==> src/rtl/maxnet_iterate.sv <==
// maxnet_iterate -- iterative Maxnet lateral inhibition over four neurons.
//
// Loads four Q16.16 activations, clamps negatives to zero, then repeats the
// Jacobi update x_k <- ReLU(x_k - EPS * sum_{j!=k} x_j) with one shared
// multiplier (one neuron per cycle). Each finished iteration is published
// on x1..x4 with a one-cycle iter_valid pulse. The run stops when the
// downstream check raises conv_valid, or after MAX_ITER iterations.
//
// Ports:
//   clk, rst            clock, asynchronous active-high reset
//   start               load request, honoured only when idle
//   in1..in4            initial activations, signed Q16.16
//   conv_valid          convergence flag, combinational from x1..x4
//   x1..x4              published activations, always >= 0
//   iter_valid          x1..x4 hold a fresh iteration (1-cycle pulse)
//   busy                run in progress (any state except IDLE)
//   done / timeout      end-of-run pulse / run ended by iteration limit
//   iter_count          completed iterations of current/last run

module maxnet_iterate #(
    parameter logic [15:0] EPS      = 16'h2000,
    parameter int unsigned MAX_ITER = 64
) (
    input  logic        clk,
    input  logic        rst,
    input  logic        start,
    input  logic [31:0] in1,
    input  logic [31:0] in2,
    input  logic [31:0] in3,
    input  logic [31:0] in4,
    input  logic        conv_valid,
    output logic [31:0] x1,
    output logic [31:0] x2,
    output logic [31:0] x3,
    output logic [31:0] x4,
    output logic        iter_valid,
    output logic        busy,
    output logic        done,
    output logic        timeout,
    output logic [7:0]  iter_count
);

    typedef enum logic [2:0] {IDLE, SUM, UPD, CHK, DONE} state_t;

    state_t             state_q;
    logic [31:0]        w_q [4];
    logic [31:0]        x_q [4];
    logic signed [33:0] s_q;
    logic [1:0]         k_q;
    logic [7:0]         iter_q;
    logic               iter_valid_q, busy_q, done_q, timeout_q;

    // Shared update datapath for neuron k. S stays fixed for the whole
    // pass, so every neuron sees the previous iteration's values.
    logic [31:0]        wk;
    logic signed [33:0] o;
    logic signed [50:0] o_ext, eps_ext, prod;
    logic signed [34:0] p;
    logic signed [35:0] n;
    logic [31:0]        w_new;
    logic [33:0]        s_d;

    always_comb begin
        wk      = w_q[k_q];
        o       = s_q - $signed({2'b00, wk});
        o_ext   = {{17{o[33]}}, o};
        eps_ext = {35'd0, EPS};
        prod    = o_ext * eps_ext;
        // Dropping the low 16 bits of a signed product floors toward -inf.
        p       = prod[50:16];
        n       = $signed({4'd0, wk}) - $signed({p[34], p});
        w_new   = n[35] ? 32'd0 : n[31:0];
        s_d     = {2'b00, w_q[0]} + {2'b00, w_q[1]}
                + {2'b00, w_q[2]} + {2'b00, w_q[3]};
    end

    function automatic logic [31:0] relu(input logic [31:0] v);
        return v[31] ? 32'd0 : v;
    endfunction

    always_ff @(posedge clk or posedge rst) begin
        if (rst) begin
            state_q      <= IDLE;
            for (int i = 0; i < 4; i++) begin
                w_q[i] <= '0;
                x_q[i] <= '0;
            end
            s_q          <= '0;
            k_q          <= '0;
            iter_q       <= '0;
            iter_valid_q <= 1'b0;
            busy_q       <= 1'b0;
            done_q       <= 1'b0;
            timeout_q    <= 1'b0;
        end else begin
            iter_valid_q <= 1'b0;
            done_q       <= 1'b0;
            case (state_q)
                IDLE: if (start) begin
                    w_q[0]    <= relu(in1);
                    w_q[1]    <= relu(in2);
                    w_q[2]    <= relu(in3);
                    w_q[3]    <= relu(in4);
                    iter_q    <= '0;
                    timeout_q <= 1'b0;
                    busy_q    <= 1'b1;
                    state_q   <= SUM;
                end
                SUM: begin
                    s_q     <= $signed(s_d);
                    k_q     <= '0;
                    state_q <= UPD;
                end
                UPD: begin
                    w_q[k_q] <= w_new;
                    k_q      <= k_q + 2'd1;
                    if (k_q == 2'd3) begin
                        // Publish all four together; neuron 3's new value
                        // is still only on the datapath this cycle.
                        x_q[0]       <= w_q[0];
                        x_q[1]       <= w_q[1];
                        x_q[2]       <= w_q[2];
                        x_q[3]       <= w_new;
                        iter_q       <= iter_q + 8'd1;
                        iter_valid_q <= 1'b1;
                        state_q      <= CHK;
                    end
                end
                CHK: begin
                    if (conv_valid) begin
                        done_q  <= 1'b1;
                        state_q <= DONE;
                    end else if (iter_q == 8'(MAX_ITER)) begin
                        done_q    <= 1'b1;
                        timeout_q <= 1'b1;
                        state_q   <= DONE;
                    end else begin
                        state_q <= SUM;
                    end
                end
                DONE: begin
                    busy_q  <= 1'b0;
                    state_q <= IDLE;
                end
                default: state_q <= IDLE;
            endcase
        end
    end

    assign x1         = x_q[0];
    assign x2         = x_q[1];
    assign x3         = x_q[2];
    assign x4         = x_q[3];
    assign iter_valid = iter_valid_q;
    assign busy       = busy_q;
    assign done       = done_q;
    assign timeout    = timeout_q;
    assign iter_count = iter_q;

endmodule

==> config.mk <==
export PLATFORM = sky130hd
export DESIGN_NAME = maxnet_iterate
export DESIGN_NICKNAME = d
export VERILOG_FILES = /design/src/rtl/maxnet_iterate.sv
export SDC_FILE = /design/constraint.sdc
export NUM_CORES = 1
export LEC_CHECK = 0
export CORE_ASPECT_RATIO = 2
export CORE_MARGIN = 2
export CORE_UTILIZATION = 60
export CTS_CLUSTER_SIZE = 24
export DETAILED_ROUTE_END_ITERATION = 10
export PLACE_DENSITY = 0.9
export SETUP_SLACK_MARGIN = 0.05
export SKIP_CTS_REPAIR_TIMING = 1
export SYNTH_ARGS = -nofsm -noshare
export SYNTH_HDL_FRONTEND = slang
export SYNTH_SLANG_ARGS = --single-unit
==> constraint.sdc <==
create_clock -name clk -period 20.8 [get_ports clk]
set_clock_uncertainty 0.15 [all_clocks]
set_input_delay 2.08 -clock clk [delete_from_list [all_inputs] [get_ports clk]]
set_output_delay 2.08 -clock clk [all_outputs]
set_load 0.01 [all_outputs]
======== Word-level counts from Yosys, hierarchy flattened ========
Cells that the tools add are included.
operators by class
  multiplexer cells ....................... 33
  bitwise logic cells ..................... 1
  $mul .................................... 0
  add/sub/neg operators ................... 7
  div/mod/pow operators ................... 0
  reductions and logical operators ........ 12
  $lt $le $gt $ge ......................... 2
  equality and inequality tests ........... 10
  shifts and indexed selects .............. 0
operators with widths
  operator               number
  $pmux W128 S2          1
  $bwmux W128            1
  $mux W128              1
  $mux W32               4
  $mux W31               4
  $bmux W32 S2           1
  $demux W32 S2          1
  $add A33 B32 Y34       1
  $add A34 B32 Y34       1
  $sub A33 B31 Y34       1
  $sub A34 B33 Y34       1
  $add A32 B32 Y33       1
  $mux W8                2
  $pmux W8 S2            1
  $mux W3                4
  $pmux W3 S4            1
  $mux W1                9
  $add A8 B1 Y8 const B  1
  $eq A8 B7 Y1 const B   1
  $ne A2 B2 Y1 const B   4
  $reduce_and A2 Y1      4
  $reduce_bool A2 Y1     4
  $eq A3 B2 Y1 const B   2
  $pmux W1 S2            2
  12 further kinds       12
word-level totals
  bits in read-only memories .............. 0
  input bits .............................. 132
  output and inout bits ................... 140
  bits in latches ......................... 0
  register bits ........................... 307
  memories ................................ 0
  word-level logic and storage cells ...... 81
  memory bits (writable) .................. 0

======== Depth between registers and ports, before layout ========
Gate-level depths: netlist (run 1).
  depth in word-level cells ............... 9
  mapped depth ............................ 28
  gate-level depth less buffers ........... 24

======== Worst setup path before layout (run 1) ========
OpenSTA, ideal clock, no wires.
  kind .................................... register -> register
  from .................................... register k_q[0]
  to ...................................... register x_q (netlist bit x4[17])
  clock period less this slack ............ 6.769 ns
  setup time .............................. 0.125 ns
  stages on the path, launching flop included .. 27
  path buffers ............................ 3
  slack ................................... 14.031 ns
  required time ........................... 20.525 ns
  data arrival time ....................... 6.494 ns
  path through ............................ dfrtp_1 > buf_6 > buf_1 > mux4_2 > inv_1 > ha_1 > and3_1 > a221o_1 > a211o_1 > a41oi_1 > o21bai_1 > a21oi_1 > nor2b_1 > o21a_1 > or2_2 > ha_1 > and3_1 > a221o_1 > a211oi_2 > or3b_1 > and4b_1 > o21a_1 > nor2_4 > nand4_2 > buf_6 > and2_4 > mux2_2
on the way
  longest elaborated chain between the ends .. 7
  elaborated cells on any way between the ends .. 9
  classes of those cells .................. add/sub (2); eq/ne (1); mux (4); bitwise (1); reduce/logical (1)
ends and longest elaborated chain
  item                                          RTL line  RTL
  from (decl)                                   49        logic [1:0] k_q;
  from (signal assigned)                        116       k_q <= k_q + 2'd1;
  $not A2 Y3 (not written as such)              64        wk = w_q[k_q];
  $bmux W32 S2                                  64
  $mux W32 (not written as such) (2 in series)  64
  $sub A34 B33 Y34                              65        o = s_q - $signed({2'b00, wk});
  $sub A33 B31 Y34                              71        n = $signed({4'd0, wk}) - $signed({p[34], p});
  $mux W32                                      72        w_new = n[35] ? 32'd0 : n[31:0];
  to (decl)                                     47        logic [31:0] x_q [4];
Several ways; a longest one is shown, not always the timed one. The select of a mux whose other input is x is not followed.
A chain may end at the register's enable or synchronous reset.

======== Final worst setup path (run 1) ========
  from .................................... register k_q[0]
  to ...................................... register x_q (netlist bit x4[1])
Same word-level chain as after synthesis.

==> results of run 1 <==
==> synth_stat cells (all sizes together) (8+ instances only) <==
master,count,share of area [%]
a21o,51,2.0
a31oi,11,0.36
mux2,9,0.57
fa,65,6.9
nand4,13,0.46
o21a,17,0.67
o21bai,8,0.32
nand2,449,8.9
xor2,47,2.2
nand3,15,0.40
xnor2,41,1.9
a211oi,111,4.4
nor2,156,3.1
dfrtp,307,40
o221a,12,0.71
nand2b,14,0.46
mux4,30,3.6
buf,12,0.36
nor2b,16,0.53
and2,10,0.37
a21oi,175,4.6
and3,11,0.39
o21ai,103,2.7
nor3,19,0.56
inv,57,1.1
clkbuf,87,1.7
ha,100,6.6
==> worst max-delay path: stages, from the launching register on <==
cell	delay, ns
dfrtp_2	0.34
buf_4	0.61
mux4_2	0.63
inv_1	0.08
ha_1	0.26
and3_1	0.22
a22o_1	0.24
a211o_2	0.36
a41oi_1	0.35
o21bai_1	0.18
a21oi_1	0.24
nor2b_1	0.09
o21a_1	0.18
or2_2	0.29
ha_1	0.37
and3_1	0.21
a221o_1	0.33
a211oi_2	0.28
or3b_1	0.39
and4b_1	0.20
o21a_1	0.22
nor2_4	0.14
nand4_2	0.46
buf_4	0.43
nand2b_1	0.21
o21ai_0	0.12
==> area by class of cell <==
| class | count | area (sq um) |
|---|---|---|
| clock buffers | 28 | 689 |
| well taps | 423 | 529 |
| flip-flops and latches | 307 | 7680 |
| multi-input cells | 1563 | 10700 |
| inverters | 57 | 224 |
| clock inverters | 21 | 210 |
| repair buffers | 289 | 2860 |
| fillers | 2211 | 8400 |
==> cell families (layout without fill, tap and decap cells) <==
| logic type | Yosys count | in the layout | share of synthesized area (%) |
|---|---|---|---|
| AO/OA/AOI/OAI | 544 | 544 | 18.4 |
| XOR/XNOR | 88 | 88 | 4.06 |
| adder cells (fa/ha/maj) | 165 | 165 | 13.5 |
| buffers and inverters | 156 | 395 | 3.20 |
| flip-flops | 307 | 307 | 40.5 |
| multiplexers | 43 | 43 | 4.35 |
| AND/OR/NAND/NOR | 723 | 723 | 16.0 |
==> worst paths after layout <==
check	cells after the start	to	startpoint
min	2	x1[23]$_DFFE_PP0P_	x1[23]$_DFFE_PP0P_
max	25	x4[1]$_DFFE_PP0P_	k_q[0]$_DFFE_PP0P_
max reg2reg	25	x4[1]$_DFFE_PP0P_	k_q[0]$_DFFE_PP0P_
min in group asynchronous	2	iter_count[4]$_DFFE_PP0P_	rst
min reg2reg	2	x1[23]$_DFFE_PP0P_	x1[23]$_DFFE_PP0P_
max in group asynchronous	3	x2[0]$_DFFE_PP0P_	rst
==> flip-flops by register name, summed over array words and instances (netlist names) <==
register / cells
x3: 32
k_q: 2
x2: 32
done: 1
iter_valid: 1
w_q: 128
state_q: 3
busy: 1
timeout: 1
s_q: 34
iter_count: 8
x4: 32
x1: 32
==> through the flow <==
stage,hold slack (ns),std cells
after floorplan,0.295,2026
after global placement,0.307,2639
after detailed placement,0.311,2639
after CTS,0.328,2688
after global routing,0.341,2688
final,0.322,2688
==> layer usage <==
metal / global-route usage [%] / vias to the layer above / routed length (um)
met5: 0 / - / 15
li1: - / 7520 / -
met4: 21.7 / 2 / 4030
met3: 5.55 / 269 / 4850
met1: 42.1 / 8125 / 20100
met2: 56.4 / 1057 / 27800
==> results.cfg, run 1 <==
[finish]
fin_util_pct = 73.2
layout_common_cells = nand2_1, dfrtp_1, clkdlybuf4s50_1
areaGrowthSynthToFinish_pct = 20.8
layout_commonest_cell = nand2_1
final_area_sq_um = 22900
nNetsFinal = 2542
diodes = 0
drive_gt1_share_pct = 6.05

[clocking]
clk_latency_ns = 0.58
cts_buffers = 27
clkSinkCount = 307
cts_tree = built
clk_pin_slew_ns = 0.07
root_buffer = clkbuf_16
htree_levels = 1
cts_buffer_depth = 3

[die]
start_util_pct = 60.6
dieArea_sq_um = 33100
io_pins = 272
die_w_um = 130
fp-row-count = 92
die_h_um = 255
coreArea_sq_um = 31300

[yosys]
synthCells = 2026
syn_area_per_cell_sq_um = 9.36
yosysSeqAreaShare_pct = 40.5
synthArstFlopShare_pct = 100
post_synth_num_cell_types = 75
synth_area_sq_um = 19000
ys_warn_count = 0
synth_edf_count = 0
ys_ff_latch = 307
syn-num-nets = 2323
synth_ff_type = dfrtp_1

[worst_hold_path]
worstHoldPathType = reg -> reg

[global_routing]
grt_pass1_wl_um = 90500
grt_max_degree = 175
track_usage_pct = 34.5
grt_pass1_vias = 17500
antenna_found_initial = 1
grt-ovfl-total = 0

[placement]
place.port_buffers = 271
gp_congestion = 0.964
dpl_cell_area_sq_um = 22000
dp.final_hpwl_um = 39700
pre_cts_slack_ns = 13.15

[routing]
vias = 17000
dr.pass1.iters = 6
drc = 0
drtIter0Drc = 1385
vias_per_cell = 6.31
post_drt_wl_per_cell_um = 21.1
postRouteAntennaNets = 0
drt-total-wl_um = 56800

[setup_path]
worstSetupStartpointType = flop
crit_fanout = 38
endpoint_kind = flop
crit_arrival_ns = 8.00
crit_type = reg -> reg
required_ns = 21.04
regToRegSetupSlack_ns = 13.04

[sta]
max_freq_mhz = 129
final_max_slew_viol_count = 0
worst_slack_ns = 13.04
tightest_slew_ns = 1.03
final_hold_viol_count = 0
period_share_pct = 37.3
setup_violations = 0
rsz0062_at_grt = no
tns_ns = 0
fin_crit_ns = 7.76
slew_headroom_pct = 30.5

[job]
max_cap_viol_count = 0

[status]
run_status = finished, final reports clean
Power of run 1 is not shown: default switching activity piles up to over one toggle a cycle in this logic, so the estimate is an artifact.
==> run 2: changes to the inputs <==
--- a/config.mk
+++ b/config.mk
@@ -7,10 +7,10 @@
 export LEC_CHECK = 0
 export CORE_ASPECT_RATIO = 2
 export CORE_MARGIN = 2
-export CORE_UTILIZATION = 60
+export CORE_UTILIZATION = 50
 export CTS_CLUSTER_SIZE = 24
 export DETAILED_ROUTE_END_ITERATION = 10
-export PLACE_DENSITY = 0.9
+export PLACE_DENSITY = 0.8
 export SETUP_SLACK_MARGIN = 0.05
 export SKIP_CTS_REPAIR_TIMING = 1
 export SYNTH_ARGS = -nofsm -noshare
==> constraint.sdc (replaced) <==
create_clock -name clk -period 6.75 [get_ports clk]
set_clock_uncertainty 0.15 [all_clocks]
set_input_delay 0.675 -clock clk [delete_from_list [all_inputs] [get_ports clk]]
set_output_delay 0.675 -clock clk [all_outputs]
set_load 0.01 [all_outputs]
==> results.cfg, run 2 (synthesized netlist as in run 1, its figures left out) <==
[global_routing]
grt-ovfl-total = 0
antenna_found_initial = 0
grt_pass1_wl_um = 91300
track_usage_pct = 29.4
grt_pass1_vias = 16700
grt_max_degree = 144

[die]
dieArea_sq_um = 39600
fp-row-count = 101
io_pins = 272
coreArea_sq_um = 37700
die_w_um = 142
die_h_um = 279
start_util_pct = 50.4

[sta]
worst_slack_ns = 0.305
tightest_slew_ns = 1.02
final_hold_viol_count = 0
max_freq_mhz = 155
slew_headroom_pct = 31.4
setup_violations = 0
period_share_pct = 95.5
fin_crit_ns = 6.44
final_max_slew_viol_count = 0

[placement]
pre_cts_slack_ns = 0.000755
dp.final_hpwl_um = 41700
gp_congestion = 0.927
place.port_buffers = 271

[finish]
areaGrowthSynthToFinish_pct = 23.3
layout_common_cells = nand2_1, dfrtp_1, clkdlybuf4s50_1
diodes = 0
fin_util_pct = 62.1
drive_gt1_share_pct = 7.71
fillers = 3135
largest_reg_flops = 128
nNetsFinal = 2571
layout_commonest_cell = nand2_1
largestRegisters = w_q: 128 flops, s_q: 34 flops
top_register = w_q

[routing]
vias = 16500
postRouteAntennaNets = 0
dr.pass1.iters = 7
drtIter0Drc = 1304
post_drt_wl_per_cell_um = 21.2
vias_per_cell = 5.99
drt-total-wl_um = 58600
drc = 0

[clocking]
clk_pin_slew_ns = 0.07
cts_tree = built
clkSinkCount = 307
root_buffer = clkbuf_16
htree_levels = 1
cts_buffer_depth = 3
clk_latency_ns = 0.57
cts_buffers = 27

[worst_hold_path]
worstHoldPathType = reg -> reg

[setup_path]
crit_arrival_ns = 6.74
worstSetupStartpointType = flop
regToRegSetupSlack_ns = 0.31
required_ns = 7.05
crit_type = reg -> reg
crit_fanout = 7
endpoint_kind = flop

[job]
max_cap_viol_count = 0

[status]
run_status = finished, final reports clean
run 2: worst paths after layout:
| kind | start | endpoint | cells past startpoint |
|---|---|---|---|
| worst min-delay path | x3[26]$_DFFE_PP0P_ | x3[26]$_DFFE_PP0P_ | 2 |
| worst max register to register | k_q[0]$_DFFE_PP0P_ | x4[28]$_DFFE_PP0P_ | 25 |
| max in group asynchronous | rst | w_q[48]$_DFFE_PP0P_ | 3 |
| worst max-delay path | k_q[0]$_DFFE_PP0P_ | x4[28]$_DFFE_PP0P_ | 25 |
| worst min register to register | x3[26]$_DFFE_PP0P_ | x3[26]$_DFFE_PP0P_ | 2 |
| min in group asynchronous | rst | iter_count[1]$_DFFE_PP0P_ | 2 |
run 2: final cells by class:
| cell class | count | area [sq um] | share of cell area (%) |
|---|---|---|---|
| sequential | 307 | 7690 | 32.9 |
| clock inverter | 17 | 239 | 1.02 |
| timing repair buffer | 318 | 3120 | 13.4 |
| multi-input combinational | 1563 | 10800 | 46.2 |
| tap | 463 | 579 | 2.48 |
| inverter | 57 | 220 | 0.941 |
| clock buffer | 33 | 728 | 3.11 |
run 2: per-layer routing:
layer | track usage, % | wire length [um]
met5 | 0 | 0
met3 | 4.34 | 4040
met1 | 36.9 | 22400
met2 | 50.1 | 29300
met4 | 13.3 | 2870
run 2: critical path: stages, from the launching register on:
cell and delay, ns:
dfrtp_4 0.50, mux4_2 0.53, inv_1 0.12, ha_4 0.22, and3_4 0.20, a221o_1 0.32, a211o_1 0.34, a41oi_4 0.24
o21bai_4 0.11, a21oi_2 0.17, nor2b_1 0.08, o21a_1 0.18, nor2_1 0.11, xor2_1 0.18, ha_1 0.29, a21o_1 0.19
a221o_1 0.35, a211oi_2 0.24, or3b_1 0.39, and4b_1 0.20, o21a_2 0.23, nor2_4 0.16, nand4_4 0.19, buf_8 0.23
and2_4 0.16, mux2_2 0.26
run 2: metrics by stage:
stage	cells	hold WS (ns)	instance area [sq um]	TNS, ns
CTS	2748	0.329	23200	-0.336
finish	2758	0.323	23400	0
global placement	2698	0.308	22200	0
global route	2758	0.345	23400	-0.0171
floorplan	2026	0.295	19000	0
detailed placement	2698	0.311	22200	0
Power of run 2 is left out for the same reason.
==> run 3: changes to the inputs <==
--- a/config.mk
+++ b/config.mk
@@ -10,6 +10,7 @@
 export CORE_UTILIZATION = 50
 export CTS_CLUSTER_SIZE = 24
 export DETAILED_ROUTE_END_ITERATION = 10
+export GPL_TIMING_DRIVEN = 0
 export PLACE_DENSITY = 0.8
 export SETUP_SLACK_MARGIN = 0.05
 export SKIP_CTS_REPAIR_TIMING = 1
==> results.cfg, run 3 (synthesized netlist as in run 1, its figures left out) <==
[finish]
drive_gt1_share_pct = 10.1
areaGrowthSynthToFinish_pct = 29.2
top_register = w_q
fin_cells = 2853
nNetsFinal = 2665
largestRegisters = w_q: 128 flops, s_q: 34 flops
layout_common_cells = nand2_1, dfrtp_1, clkdlybuf4s50_1
diodes = 0
largest_reg_flops = 128
layout_commonest_cell = nand2_1
fillers = 3031

[global_routing]
antenna_found_initial = 0
use_met1_pct = 41.8
track_usage_pct = 35.0
grt_pass1_wl_um = 104000
grt_pass1_vias = 17800
grt-ovfl-total = 0
busiest_layer = met2
use_met3_pct = 5.23
grt_max_degree = 43
grt_use_met2_pct = 59.1

[sta]
max_freq_mhz = 148
period_share_pct = 100
final_hold_viol_count = 0
fin_crit_ns = 6.78
final_max_slew_viol_count = 0
rsz0062_at_grt = yes
slew_headroom_pct = 5.99
tns_ns = -0.0823
tightest_slew_ns = 1.40
worst_slack_ns = -0.0278
setup_violations = 13

[routing]
post_drt_wl_per_cell_um = 24.9
drtIter0Drc = 1501
vias_per_cell = 6.22
drt-total-wl_um = 71100
vias = 17800
postRouteAntennaNets = 0
dr.pass1.iters = 5
drc = 0

[setup_path]
crit_fanout = 8
endpoint_kind = flop
required_ns = 7.01
slowest_delay_ns = 0.54
cp_slowest_cell = mux4_2
crit_type = reg -> reg
worstSetupStartpointType = flop
crit_family = compound AO/OA/AOI/OAI gates
path_buf_inv = 5
crit_arrival_ns = 7.04

[die]
fp-row-count = 101
coreArea_sq_um = 37700
io_pins = 272
die_w_um = 142
dieArea_sq_um = 39600
start_util_pct = 50.4
die_h_um = 279

[status]
violations = setup timing
run_status = finished with violations

[clocking]
cts_buffer_depth = 3
clk_pin_slew_ns = 0.07
cts_tree = built
root_buffer = clkbuf_16
cts_buffers = 29
htree_levels = 1
clkSinkCount = 307
clk_latency_ns = 0.59

[placement]
gp_congestion = 0.978
place_inst = 2768
place.port_buffers = 271
dp.final_hpwl_um = 52600

[job]
max_cap_viol_count = 0

[worst_hold_path]
worstHoldPathType = reg -> reg
## run 3: per-stage QoR
step                utilization [%]  hold WS (ns)  instance area (sq um)  worst slack [ns]
CTS                            62.3         0.327                  23500             -2.29
detailed placement             59.6         0.311                  22400             -2.23
global placement               59.1         0.310                  22300             -2.11
floorplan                         -         0.295                  19000            0.0733
global route                   65.1         0.344                  24500            -0.164
finish                         65.1         0.323                  24500           -0.0278
## run 3: layer usage
layer / wire length, um / share of wire (%)
met1: 25500 / 36
met2: 34800 / 49
met3: 5630 / 7.9
met4: 5270 / 7.4
met5: 0 / 0
## run 3: layout make-up
class / instances / area (sq um) / share of cell area, %
Buffer: 98 / 539 / 2.20
Sequential cell: 307 / 7680 / 31.3
Clock inverter: 15 / 216 / 0.883
Tap cell: 463 / 579 / 2.36
Timing Repair Buffer: 312 / 3180 / 13.0
Clock buffer: 38 / 810 / 3.30
Multi-Input combinational cell: 1563 / 11300 / 46.1
Inverter: 57 / 218 / 0.888
## run 3: path summary, 6_finish.rpt
path / start / endpoint / slack, ns / depth (start not counted)
worst max-delay path: k_q[0]$_DFFE_PP0P_ / w_q[15]$_DFFE_PP0P_ / -0.03 / 27
worst min-delay path: x3[23]$_DFFE_PP0P_ / x3[23]$_DFFE_PP0P_ / 0.32 / 2
worst max register to register: k_q[0]$_DFFE_PP0P_ / w_q[15]$_DFFE_PP0P_ / -0.03 / 27
worst min register to register: x3[23]$_DFFE_PP0P_ / x3[23]$_DFFE_PP0P_ / 0.32 / 2
max in group asynchronous: rst / w_q[16]$_DFFE_PP0P_ / 4.67 / 6
min in group asynchronous: rst / x2[30]$_DFFE_PP0P_ / 0.38 / 2
## run 3: tightest hold or removal path: stages (launching register included)
cell and delay, ns:
dfrtp_1 0.34, nand2_1 0.05, nand2_1 0.05
Power of run 3 is left out for the same reason.
==> RTL change (flow settings as in run 3) <==
Put a register stage on the outputs `x1`, `x2`, `x3` and `x4`, cleared by the reset. The values now appear one clock later. The other outputs are not delayed to match. Comments in the files are not updated.
--- a/src/rtl/maxnet_iterate.sv
+++ b/src/rtl/maxnet_iterate.sv
@@ -147,10 +147,19 @@
         end
     end
 
-    assign x1         = x_q[0];
-    assign x2         = x_q[1];
-    assign x3         = x_q[2];
-    assign x4         = x_q[3];
+    always_ff @(posedge clk or posedge rst) begin
+        if (rst) begin
+            x1 <= '0;
+            x2 <= '0;
+            x3 <= '0;
+            x4 <= '0;
+        end else begin
+            x1 <= x_q[0];
+            x2 <= x_q[1];
+            x3 <= x_q[2];
+            x4 <= x_q[3];
+        end
+    end
     assign iter_valid = iter_valid_q;
     assign busy       = busy_q;
     assign done       = done_q;
Check against the original RTL: no difference found for any inputs over 4 cycles, from zero or initial values and one cycle with rst high; that may be too few to reach the edited logic, so the function may still have changed.
==> RTL change against run 3 <==
- the flow finishes with violations (capacitance limit)
- worst setup slack better by 170 ps
- wire length up 22%
- hold slack got worse by 98 ps
- via count grew 10%
- final area increased by 15%
- synthesized cell count is 10% higher
- non-clock buffer count decreased by 2
- sequential cell count increased by 128
- count of clock-buffer cells in the layout is 14 higher
- area after synthesis up 20%
- critical path type unchanged
- critical endpoint is now w_q[73]
- highest routed layer is now met5
Power is not shown: default switching activity piles up to over one toggle a cycle in this logic, so the estimate is an artifact.
==> RTL change: results (changes against run 3) <==
----------------------------------------------------
[Final layout]
  Total of fill cells in the finished design ... 3645 (+20%)
  Top flop regs ... w_q (128), x_q (128), s_q (34)
  Fraction of layout cells with a size suffix above 1 ... 9.49% (-0.60 points)
  Final antenna diode count ... 0 (unchanged)
  Nets ... 2872 (+7.8%)

[Synthesis]
  Top cell types by occurrence after synthesis ... 489 x nand2_1, 435 x dfrtp_1, 160 x a21oi_1
  FFs w/ async S/R, synth ... 100% (unchanged)
  Most frequently used flop master after synthesis ... dfrtp_1
  Area contributors post-synth ... dfrtp_1 48%, nand2_1 8.1%, fa_1 5.7%
  Number of synthesis warnings ... 0 (unchanged)
  Net count after synthesis ... 2533 (+9.0%)
  Area share of the largest cell type after synthesis ... 47.9% (+7.4 points)
  Register area share after synthesis ... 47.9% (+7.4 points)
  Number of unique standard cell types used by synthesis ... 80 (+6.7%)

[Worst setup path]
  Reg2Reg Launch Point ... k_q[1]
  Crit-path max cell delay ... 430 ps (-110 ps)
  Worst Reg2Reg Path Length in Cells ... 28 (+3.7%)
  Highest fanout seen on the critical path ... 10 (+2)
  Crit-path slowest cell ... nor4b_1
  Arrival time reported for the critical path endpoint ... 6940 ps (-100 ps)
  Endpoint of the worst-slack reg-to-reg timing path ... w_q[73]
  Flop2flop setup slack ... 140 ps (+170 ps)

[Global routing]
  Number of antenna violations at the first check in global routing ... 3 (+3)
  Via count of the first global-routing pass ... 20536 (+16%)
  Global-route wire length before repair ... 127000 µm (+22%)
  Global Route Usage Sum ... 36.9% (+1.9 points)
  Pin count of the biggest net entering global routing ... 44 (+2.3%)

[STA]
  Transition time at the pin with the least slew margin ... 1480 ps (+83.0 ps)
  Worst-case hold slack ... 225 ps (-98.0 ps)
  Hold Fails Final Rpt ... 0 (unchanged)

[Placed design]
  Final HPWL DP ... 68300 µm (+30%)
  Gpl congestion ... 1.03 (+5.3%)
  Count of input and output buffers ... 271 (unchanged)

[Status]
  Run status ... finished, violations left
  Failing checks ... capacitance limit

[Hold path]
  Worst-case hold path end point ... x4[28]
  Hold Path Cell Cnt ... 0 (-2)
  Worst Min Path Start ... x_q[28]
  Hold WC Path Type ... flop to flop

[Run]
  Maximum Capacitance Violations ... 1 (+1)

[Clocking]
  Maximum root-to-sink buffer count ... 3 (unchanged)
  Number of levels the H-tree was split into ... 2 (+1)
  Library cell used as clock root buffer ... clkbuf_16
  Clk Latency, worst-skew pair ... 590 ps (about the same)
  Clk pin slew, worst setup/hold paths ... 70 ps (about the same)
  Number of buffers inserted during clock tree synthesis ... 40 (+38%)

[Drt]
  Length of the first detailed-routing pass in iterations ... 5 (unchanged)
  Via-to-Cell Ratio ... 6.19 (-0.51%)
  Total detailed-routing wirelength ... 86700 µm (+22%)
  DRC marker count from the first detailed-route iteration ... 1603 (+6.8%)

----------------------------------------------------
-- RTL change: logic make-up (layout without fill, tap and decap cells) --
| group | after synthesis | in the layout | synth area share, % |
|---|---|---|---|
| compound gates | 540 | 540 | 16.0 |
| mux | 44 | 44 | 3.76 |
| xor+xnor | 68 | 68 | 2.68 |
| buf+inv | 178 | 546 | 3.06 |
| fa+ha+maj | 165 | 165 | 11.2 |
| flops | 435 | 435 | 47.9 |
| simple gates | 806 | 806 | 15.3 |
-- RTL change: worst max-delay path by stage --
stage,startpoint,end,slack [ps],cells past startpoint
finish,k_q[1],w_q[73],140,28
global route,k_q[0],w_q[12],-30,25
CTS,k_q[1],w_q[60],-2570,26
detailed placement,k_q[1],w_q[60],-2500,26
global placement,rst,x4[12],-2490,2
floorplan,rst,busy,50,1
-- RTL change: per-layer routing --
layer	global-route usage, %	vias to the layer above	share of wire, %
met5	0	-	0.018
li1	-	8498	-
met2	60.4	1077	48
met3	5.88	423	6.2
met4	41.0	4	14
met1	37.6	9592	32
-- RTL change: stage by stage --
step,instance area (µm²),worst slack [ps],instances
6_report,28200,139,3164
5_1_grt,28200,-28.6,3164
4_1_cts,27700,-2570,3150
3_5_place_dp,26400,-2500,3079
3_3_place_gp,26100,-2490,3067
2_1_floorplan,22700,49.7,2236
-- RTL change: cell type report --
class	count	area share (%)
Tap cell	560	2.48
Inverter	67	0.905
Timing Repair Buffer	299	11.0
Clock inverter	19	0.825
Multi-Input combinational cell	1623	40.3
Sequential cell	435	38.6
Buffer	109	1.86
Clock buffer	52	4.03
-- RTL change: worst max-delay path, delay by kind of cell, from the launching register on --
family                   cells  cell delay (ps)
flip-flops                   1              420
XOR/XNOR                     1              170
buffers and inverters        7             1200
adder cells (fa/ha/maj)      2              660
AO/OA/AOI/OAI               12             2450
multiplexers                 1              420
AND/OR/NAND/NOR              5             1020
